[config.mk]
export PLATFORM = sky130hd
export DESIGN_NAME = cpu_axi_bridge
export DESIGN_NICKNAME = d
export VERILOG_FILES = /design/src/rtl/cpu_axi_pkg.sv /design/src/rtl/axi_os_counter.sv /design/src/rtl/cpu_axi_bridge.sv
export SDC_FILE = /design/constraint.sdc
export NUM_CORES = 1
export LEC_CHECK = 0
export BUFFER_PORTS_ARGS = -buffer_cell sky130_fd_sc_hd__buf_2
export CAP_MARGIN = 10
export CORE_AREA = 2 2 147 149
export CTS_BUF_LIST = sky130_fd_sc_hd__clkbuf_8
export DETAILED_ROUTE_END_ITERATION = 8
export DIE_AREA = 0 0 149 151
export SLEW_MARGIN = 25
export SYNTH_ARGS = -nofsm -noshare
export SYNTH_HDL_FRONTEND = slang
export SYNTH_HIERARCHICAL = 1
export SYNTH_SLANG_ARGS = --single-unit
[constraint.sdc]
create_clock -name clk -period 4.2 [get_ports clk]
set_input_delay 0.21 -clock clk [delete_from_list [all_inputs] [get_ports clk]]
set_output_delay 0.21 -clock clk [all_outputs]
set_load 0.02 [all_outputs]
[src/rtl/cpu_axi_pkg.sv]
// Shared constants for the CPU-to-AXI3 bridge: ID assignment, fixed AXI fields,
// and the CPU size to AXI size encoding.
package cpu_axi_pkg;

    localparam int unsigned ID_W = 4;

    localparam logic [ID_W-1:0] AXI_ID_INST = 4'd0;
    localparam logic [ID_W-1:0] AXI_ID_DATA = 4'd1;
    localparam logic [ID_W-1:0] AXI_ID_WR   = 4'd1;

    // Single-beat transfers only.
    localparam logic [3:0] AXI_LEN        = 4'd0;
    localparam logic [1:0] AXI_BURST_INCR = 2'b01;
    localparam logic [1:0] AXI_LOCK       = 2'b00;
    localparam logic [3:0] AXI_CACHE      = 4'b0000;
    localparam logic [2:0] AXI_PROT       = 3'b000;

    // CPU size codes 0/1/2 (1/2/4 bytes) map directly onto AXI size.
    function automatic logic [2:0] axi_size(input logic [1:0] size);
        return {1'b0, size};
    endfunction

endpackage

[src/rtl/axi_os_counter.sv]
// Outstanding-transaction counter: counts up on accept, down on response,
// saturating at MAX and at zero.
module axi_os_counter #(
    parameter int unsigned MAX = 4
) (
    input  logic                       clk,
    input  logic                       reset,
    input  logic                       inc,
    input  logic                       dec,
    output logic [$clog2(MAX+1)-1:0]   cnt,
    output logic                       full,
    output logic                       empty
);

    localparam int unsigned CW = $clog2(MAX + 1);

    logic [CW-1:0] cnt_q;
    logic [CW-1:0] cnt_d;

    assign full  = (cnt_q == CW'(MAX));
    assign empty = (cnt_q == '0);
    assign cnt   = cnt_q;

    always_comb begin
        cnt_d = cnt_q;
        if (inc && !dec && !full) begin
            cnt_d = cnt_q + CW'(1);
        end else if (dec && !inc && !empty) begin
            cnt_d = cnt_q - CW'(1);
        end
    end

    always_ff @(posedge clk or posedge reset) begin
        if (reset) begin
            cnt_q <= '0;
        end else begin
            cnt_q <= cnt_d;
        end
    end

endmodule

[src/rtl/cpu_axi_bridge.sv]
// Bridges the CPU fetch and load/store SRAM-like ports onto one AXI3 master with
// multiple outstanding reads per port and multiple outstanding writes.
module cpu_axi_bridge
    import cpu_axi_pkg::*;
#(
    parameter int unsigned ADDR_W    = 32,
    parameter int unsigned DATA_W    = 32,
    parameter int unsigned MAX_RD_OS = 4,
    parameter int unsigned MAX_WR_OS = 4
) (
    input  logic                clk,
    input  logic                reset,

    input  logic                inst_req,
    input  logic [ADDR_W-1:0]   inst_addr,
    input  logic [1:0]          inst_size,
    output logic                inst_addr_ok,
    output logic                inst_data_ok,
    output logic [DATA_W-1:0]   inst_rdata,

    input  logic                data_req,
    input  logic                data_wr,
    input  logic [1:0]          data_size,
    input  logic [ADDR_W-1:0]   data_addr,
    input  logic [DATA_W/8-1:0] data_wstrb,
    input  logic [DATA_W-1:0]   data_wdata,
    output logic                data_addr_ok,
    output logic                data_data_ok,
    output logic [DATA_W-1:0]   data_rdata,

    output logic [ID_W-1:0]     arid,
    output logic [ADDR_W-1:0]   araddr,
    output logic [3:0]          arlen,
    output logic [2:0]          arsize,
    output logic [1:0]          arburst,
    output logic [1:0]          arlock,
    output logic [3:0]          arcache,
    output logic [2:0]          arprot,
    output logic                arvalid,
    input  logic                arready,

    input  logic [ID_W-1:0]     rid,
    input  logic [DATA_W-1:0]   rdata,
    input  logic [1:0]          rresp,
    input  logic                rlast,
    input  logic                rvalid,
    output logic                rready,

    output logic [ID_W-1:0]     awid,
    output logic [ADDR_W-1:0]   awaddr,
    output logic [3:0]          awlen,
    output logic [2:0]          awsize,
    output logic [1:0]          awburst,
    output logic [1:0]          awlock,
    output logic [3:0]          awcache,
    output logic [2:0]          awprot,
    output logic                awvalid,
    input  logic                awready,

    output logic [ID_W-1:0]     wid,
    output logic [DATA_W-1:0]   wdata,
    output logic [DATA_W/8-1:0] wstrb,
    output logic                wlast,
    output logic                wvalid,
    input  logic                wready,

    input  logic [ID_W-1:0]     bid,
    input  logic [1:0]          bresp,
    input  logic                bvalid,
    output logic                bready
);

    localparam int unsigned RD_CW = $clog2(MAX_RD_OS + 1);
    localparam int unsigned WR_CW = $clog2(MAX_WR_OS + 1);

    logic             ird_full, ird_empty, drd_full, drd_empty, wr_full, wr_empty;
    logic [RD_CW-1:0] ird_cnt, drd_cnt;
    logic [WR_CW-1:0] wr_cnt;

    logic ar_free;
    logic data_rd_ok, data_wr_ok;
    logic inst_acc, data_rd_acc, data_wr_acc;
    logic r_inst, r_data, b_hs;

    // The AR register can take a new request if empty or draining this cycle.
    assign ar_free    = !arvalid || arready;
    // Reads and writes on the data port never overlap, which keeps responses in order.
    assign data_rd_ok = ar_free && !drd_full && wr_empty;
    assign data_wr_ok = !awvalid && !wvalid && !wr_full && drd_empty;

    assign data_addr_ok = data_wr ? data_wr_ok : data_rd_ok;
    assign inst_addr_ok = ar_free && !ird_full && !(data_req && !data_wr && data_rd_ok);

    assign inst_acc    = inst_req && inst_addr_ok;
    assign data_rd_acc = data_req && !data_wr && data_rd_ok;
    assign data_wr_acc = data_req && data_wr && data_wr_ok;

    assign r_inst = rvalid && (rid == AXI_ID_INST);
    assign r_data = rvalid && (rid == AXI_ID_DATA);

    // A data read return takes priority; the write response is held off.
    assign rready = 1'b1;
    assign bready = !r_data;
    assign b_hs   = bvalid && bready;

    assign inst_data_ok = r_inst;
    assign inst_rdata   = rdata;
    assign data_data_ok = r_data || b_hs;
    assign data_rdata   = rdata;

    assign arlen   = AXI_LEN;
    assign arburst = AXI_BURST_INCR;
    assign arlock  = AXI_LOCK;
    assign arcache = AXI_CACHE;
    assign arprot  = AXI_PROT;

    assign awid    = AXI_ID_WR;
    assign awlen   = AXI_LEN;
    assign awburst = AXI_BURST_INCR;
    assign awlock  = AXI_LOCK;
    assign awcache = AXI_CACHE;
    assign awprot  = AXI_PROT;
    assign wid     = AXI_ID_WR;
    assign wlast   = 1'b1;

    always_ff @(posedge clk or posedge reset) begin
        if (reset) begin
            arvalid <= 1'b0;
            arid    <= '0;
            araddr  <= '0;
            arsize  <= '0;
        end else if (data_rd_acc) begin
            arvalid <= 1'b1;
            arid    <= AXI_ID_DATA;
            araddr  <= data_addr;
            arsize  <= axi_size(data_size);
        end else if (inst_acc) begin
            arvalid <= 1'b1;
            arid    <= AXI_ID_INST;
            araddr  <= inst_addr;
            arsize  <= axi_size(inst_size);
        end else if (arready) begin
            arvalid <= 1'b0;
        end
    end

    always_ff @(posedge clk or posedge reset) begin
        if (reset) begin
            awvalid <= 1'b0;
            wvalid  <= 1'b0;
            awaddr  <= '0;
            awsize  <= '0;
            wdata   <= '0;
            wstrb   <= '0;
        end else if (data_wr_acc) begin
            awvalid <= 1'b1;
            wvalid  <= 1'b1;
            awaddr  <= data_addr;
            awsize  <= axi_size(data_size);
            wdata   <= data_wdata;
            wstrb   <= data_wstrb;
        end else begin
            if (awready) begin
                awvalid <= 1'b0;
            end
            if (wready) begin
                wvalid <= 1'b0;
            end
        end
    end

    axi_os_counter #(.MAX(MAX_RD_OS)) u_inst_rd_cnt (
        .clk   (clk),
        .reset (reset),
        .inc   (inst_acc),
        .dec   (r_inst),
        .cnt   (ird_cnt),
        .full  (ird_full),
        .empty (ird_empty)
    );

    axi_os_counter #(.MAX(MAX_RD_OS)) u_data_rd_cnt (
        .clk   (clk),
        .reset (reset),
        .inc   (data_rd_acc),
        .dec   (r_data),
        .cnt   (drd_cnt),
        .full  (drd_full),
        .empty (drd_empty)
    );

    axi_os_counter #(.MAX(MAX_WR_OS)) u_wr_cnt (
        .clk   (clk),
        .reset (reset),
        .inc   (data_wr_acc),
        .dec   (b_hs),
        .cnt   (wr_cnt),
        .full  (wr_full),
        .empty (wr_empty)
    );

    // Response codes and last flags carry no information for single-beat OKAY traffic.
    logic unused_sig;
    assign unused_sig = ^{rresp, rlast, bid, bresp, ird_cnt, drd_cnt, wr_cnt, ird_empty};

endmodule

# Word-level counts from Yosys, hierarchy flattened
# Index checks and enable logic that the tools add are counted.
[totals] latchBits=0 ramBits=0 regBits=121 elab_cells=99 romBits=0 n_memories=0 input_bits=159
[classes] order_cmp=0 n_mux=20 multipliers=0 reduce_logical=56 n_bitwise=0 n_addsub=6 div=0 shifts=0 n_eq_ne=4
[op_table] operator="32-bit 2-to-1 mux" n=2
[op_table] operator="1-bit logical AND" n=27
[op_table] operator="3-bit 2-to-1 mux" n=8
[op_table] operator="1-bit zero test" n=16
[op_table] operator="2-bit nonzero test" n=6
[op_table] operator="3-bit by 1-bit adder with 3-bit output (second input constant)" n=3
[op_table] operator="3-bit equality test (second input constant)" n=3
[op_table] operator="3-bit zero test" n=3
[op_table] operator="3-bit by 1-bit subtractor with 3-bit output (second input constant)" n=3
[op_table] operator="1-bit 2-to-1 mux" n=8
[op_table] operator="4-bit 2-to-1 mux" n=2
[op_table] operator="4-bit by 1-bit equality test with 1-bit output (second input constant)" n=1
[op_table] operator="4-bit zero test" n=1
[op_table] operator="3-bit nonzero test" n=1
[op_table] operator="1-bit logical OR" n=2

# Depth between registers and ports, before layout
[logic_depth] ltp_word=13 ltp_mapped=13 ltp_nobuf=11

# Cells and area by module
# Netlist, hierarchy kept.
[by_module_without_submodules] module="cpu_axi_bridge" cells_per_inst=493 area_per_inst_um2=6004.5 instances=1
[by_module_without_submodules] module="axi_os_counter" cells_per_inst=24 area_per_inst_um2=217.7 instances=3

# Worst setup path after synthesis
# Ideal clock, no wire load.
[synth_timing] path_type="register to register" startpoint="register u_data_rd_cnt.cnt_q[0], in the netlist u_data_rd_cnt/cnt[0]" endpoint="register u_inst_rd_cnt.cnt_q[2], in the netlist u_inst_rd_cnt/cnt[2]" required_ps=4122 path_stages_with_launch=13 path_buffers=2 t_arrival_ps=3115 setup_ps=78 path_slack_ps=1007 path_cell_list="dfrtp_1 nor3_1 nand2b_1 buf_2 or3_1 buf_6 inv_2 nor3_1 or3b_2 fa_1 nand2b_1 o311ai_1 a21boi_1"
[synth_between] elab_chain_len=12
[synth_lines] item="from (decl)" line="axi_os_counter.sv:17" rtl="logic [CW-1:0] cnt_q;"
[synth_lines] item="from (signal assigned)" line="axi_os_counter.sv:37" rtl="cnt_q <= cnt_d;"
[synth_lines] item="3-bit equality test (*)" line="axi_os_counter.sv:20" rtl="assign full = (cnt_q == CW'(MAX));"
[synth_lines] item="named net drd_full" line="cpu_axi_bridge.sv:76" rtl="logic ird_full, ird_empty, drd_full, drd_empty, wr_full, wr_empty;"
[synth_lines] item="1-bit zero test (*)" line="cpu_axi_bridge.sv:88" rtl="assign data_rd_ok = ar_free && !drd_full && wr_empty;"
[synth_lines] item="1-bit logical AND (*) (2 in series)" line="cpu_axi_bridge.sv:88"
[synth_lines] item="1-bit logical AND (*)"
[synth_lines] item="named net data_rd_acc" line="cpu_axi_bridge.sv:82" rtl="logic inst_acc, data_rd_acc, data_wr_acc;"
[synth_lines] item="1-bit zero test (*)" line="cpu_axi_bridge.sv:92" rtl="assign inst_addr_ok = ar_free && !ird_full && !(data_req && !data_wr && data_rd_ok);"
[synth_lines] item="1-bit logical AND (*)" line="cpu_axi_bridge.sv:92"
[synth_lines] item="1-bit logical AND (*)" line="cpu_axi_bridge.sv:94" rtl="assign inst_acc = inst_req && inst_addr_ok;"
[synth_lines] item="named net inst_acc" line="cpu_axi_bridge.sv:82"
[synth_lines] item="1-bit zero test" line="axi_os_counter.sv:28" rtl="end else if (dec && !inc && !empty) begin"
[synth_lines] item="1-bit logical AND (2 in series)" line="axi_os_counter.sv:28"
[synth_lines] item="2-bit nonzero test (no line)"
[synth_lines] item="to (signal assigned)" line="axi_os_counter.sv:37"
[synth_lines] item="to (decl)" line="axi_os_counter.sv:17"
# The timed path passes the listed nets; every way through them passes the cells marked *.
# A chain may end at the register's enable or synchronous reset.

# Worst setup path in the final report
[layout_timing] startpoint="register arvalid" endpoint="register u_inst_rd_cnt.cnt_q[2], in the netlist u_inst_rd_cnt/cnt[2]"
[layout_between] elab_chain_len=12
[layout_lines] item="from (decl)" line="cpu_axi_bridge.sv:39" rtl="output logic arvalid,"
[layout_lines] item="from (signal assigned)" line="cpu_axi_bridge.sv:128" rtl="arvalid <= 1'b0;"
[layout_lines] item="from (signal assigned)" line="cpu_axi_bridge.sv:133" rtl="arvalid <= 1'b1;"
[layout_lines] item="from (signal assigned)" line="cpu_axi_bridge.sv:138" rtl="arvalid <= 1'b1;"
[layout_lines] item="1-bit zero test (*)" line="cpu_axi_bridge.sv:86" rtl="assign ar_free = !arvalid || arready;"
[layout_lines] item="1-bit logical OR (*)" line="cpu_axi_bridge.sv:86"
[layout_lines] item="1-bit logical AND (*) (2 in series)" line="cpu_axi_bridge.sv:88"
[layout_lines] item="1-bit logical AND (*)"
[layout_lines] item="named net data_rd_acc" line="cpu_axi_bridge.sv:82"
[layout_lines] item="1-bit zero test (*)" line="cpu_axi_bridge.sv:92"
[layout_lines] item="1-bit logical AND (*)" line="cpu_axi_bridge.sv:92"
[layout_lines] item="1-bit logical AND (*)" line="cpu_axi_bridge.sv:94"
[layout_lines] item="named net inst_acc" line="cpu_axi_bridge.sv:82"
[layout_lines] item="1-bit zero test" line="axi_os_counter.sv:28"
[layout_lines] item="1-bit logical AND (2 in series)" line="axi_os_counter.sv:28"
[layout_lines] item="2-bit nonzero test (no line)"
# Marks and branches as above.

==> summary.md <==
| Metric | Value |
|---|---|
| GR Layer Usage met2 | `approximately 25%` |
| Area after DPL | `7264 um^2` |
| Average wire per standard cell | `17.33 um` |
| Via density per instance | `4.629` |
| Initial antenna violation count | `0` |
| Outcome | `finished, final reports clean` |
| Count of maximum capacitance violations | `0` |
| Max H-tree Level | `4` |
| Source-to-sink clock delay at the later pin of the worst-skew pair | `approximately 440 ps` |
| Most frequent cells in the layout | `230 x buf_2, 117 x dfrtp_1, 67 x mux2_4` |
| Die Width | `around 150 um` |
| Mapped Cells | `564` |
| Global Route Usage Sum | `15.56%` |
| Number of global-route vias before repair | `4,829` |
| Sum Neg Setup Slack | `0 ps` |
| Final cell area excluding filler cells | `8188 um^2` |
| Floorplan core area | `~21,000 um^2` |
| Met1 Usage GRT | `19.20%` |
| Final critical delay including setup and external delays | `between 3000 and 4000 ps` |
| Clk sink count | `between 100 and 150` |
| Number of buffers on the longest clock path | `2` |
| Internal Dissipation | `3.576 mW` |
| Global routing's busiest layer | `met2` |
| Drc violations | `0` |
| ANT nets after route | `0` |
| Highest achievable clock rate | `303.5 MHz` |
| Worst relative slew slack | `27.89%` |
| I/O Pins | `381` |
| Signed area change from the synthesized netlist to the final layout | `23.08%` |
| Clock root cell | `clkbuf_8` |
| Sw Ratio | `41.37%` |
| Register share of total power | `about 33%` |
| Slew at the pin closest to its max-slew limit | `between 1000 and 1500 ps` |
| Relative contribution of the clock network to total power | `around 18%` |
| CP max FO | `19` |
| Data required time at the worst endpoint | `4560 ps` |
| Wire length of the first global-routing pass | `approximately 27,000 um` |
| Initial detailed-routing violation count | `111` |
| P_sw | `2.523 mW` |
| Weighted congestion reported at the end of routability-driven placement | `0.7258` |
| # rows | `53` |
| Average size of a mapped cell | `between 10 and 15 um^2` |
| Number of nets in the layout | `~930` |
| Share of cells above drive strength 1 | `48.78%` |
| FILL cells | `about 2,000` |
| Pin count of the biggest net entering global routing | `slightly below 80` |
| Clock-pin slew on the worst setup and hold paths | `80 ps` |
| Final worst-path cycle share | `78.45%` |
| Reg2Reg Setup Slack | `910 ps` |
| Die area | `22,500 um^2` |
| TritonCTS clock tree | `yes` |
| DR pass1 iterations | `4` |
| Static leakage | `3.865 nW` |
| Die height | `151 um` |
| Number of pins with negative max-slew slack in the final report | `0` |
| Critical path endpoint category | `register` |
| HPWL after detailed placement | `between 10,000 and 15,000 um` |
| Post-CTS setup buffers | `0` |
| Initial cell density of the core | `31.95%` |
| Final setup violation count | `0` |
| Pwr/cell area | `744.8 nW/um^2` |
| Total global routing overflow | `0` |
| GR Layer Usage met3 | `3.855%` |
| Final hold viol count | `0` |
| Final wirelength | `approximately 18,000 um` |
| Class of the tightest hold or removal check | `in -> reg` |
| Worst clock skew on the final layout | `16.41 ps` |
| Yosys synthesis warning count | `6` |
| Type of the worst setup path | `reg -> reg` |
| Number of port buffers | `between 200 and 250` |
| Largest vdd supply drop | `0.0002363 V` |
| Arrival time of the worst setup path | `roughly 3700 ps` |
| Post-synthesis instance area | `between 6000 and 7000 um^2` |
| Via count of the routed design | `between 4,000 and 5,000` |
| Number of antenna cells inserted | `0` |
| Cts bufs inserted | `17` |
| Gate power share | `48.6%` |
| Most common library cell in the layout ignoring fill and taps | `buf_2` |
| Unrepaired setup endpoints after global routing | `false` |
| Crit path launch type | `register` |
## final cells by class
| cell class | count | area, um^2 | share of cell area [%] |
|---|---|---|---|
| sequential | 117 | 2928 | 35.76 |
| multi-input combinational | 330 | 2728 | 33.31 |
| inverter | 11 | 46.29 | 0.5654 |
| timing repair buffer | 289 | 1719 | 21.00 |
| clock buffer | 18 | 247.7 | 3.026 |
| clock inverter | 14 | 175.2 | 2.139 |
| tap | 275 | 344.1 | 4.202 |
## path summary, 6_finish.rpt
| path | startpoint | endpoint | cells past startpoint |
|---|---|---|---|
| min reg2reg | wdata[0] | wdata[0] | 1 |
| min in group asynchronous | reset | u_wr_cnt/cnt[2] | 3 |
| max in group asynchronous | reset | awaddr[27] | 4 |
| min | data_wdata[27] | wdata[27] | 2 |
| max reg2reg | arvalid | u_inst_rd_cnt/cnt[2] | 9 |
| max | arvalid | u_inst_rd_cnt/cnt[2] | 9 |
## power groups by stage
stage               Sequential (mW)  Combinational (mW)  Clock (mW)
global placement               2.01                2.92           0
floorplan                      2.63                1.57           0
global route                   2.09                3.17        1.21
detailed placement             2.02                2.95           0
CTS                            2.02                2.99        1.16
finish                         2.02                2.96        1.12
## layer usage
layer  up-vias  part of all wire (%)
met3        46                   6.6
met4         0                   3.4
met2       194                    47
li1       2263                     -
met1      2376                    43
met5         -                     0
## critical path, stage by stage (launching register included)
cell and delay [ps]:
dfrtp_1 380, nor2b_4 460, or3_2 230, inv_2 80, nor3_1 550, or3b_2 520
fa_1 380, nand2b_1 170, o311ai_1 250, a21boi_1 190
## stage by stage
step,std cells,hold slack (ps),utilization [%],power (mW),setup slack (ps)
final,1054,32.19,39.32,6.099,905.2
after global routing,1054,0.7600,39.32,6.466,681.7
after CTS,1054,0.1930,39.32,6.158,907.8
after detailed placement,972,152.3,34.89,4.968,933.9
after global placement,972,144.9,34.88,4.928,974.2
after floorplan,607,-36.36,-,4.197,1007
## registers in the layout, indices dropped and copies added, names as in the netlist, 2 cells and up
| signal | flops |
|---|---|
| arsize | 2 |
| u_wr_cnt/cnt | 3 |
| araddr | 32 |
| wstrb | 4 |
| u_data_rd_cnt/cnt | 3 |
| awsize | 2 |
| awaddr | 32 |
| wdata | 32 |
| u_inst_rd_cnt/cnt | 3 |
## repair_timing
item	CTS	global route
hold buffers	50	0
resized for setup	0	0
endpoints found under the hold margin	134	0
Power figures use the tool's default switching activity.
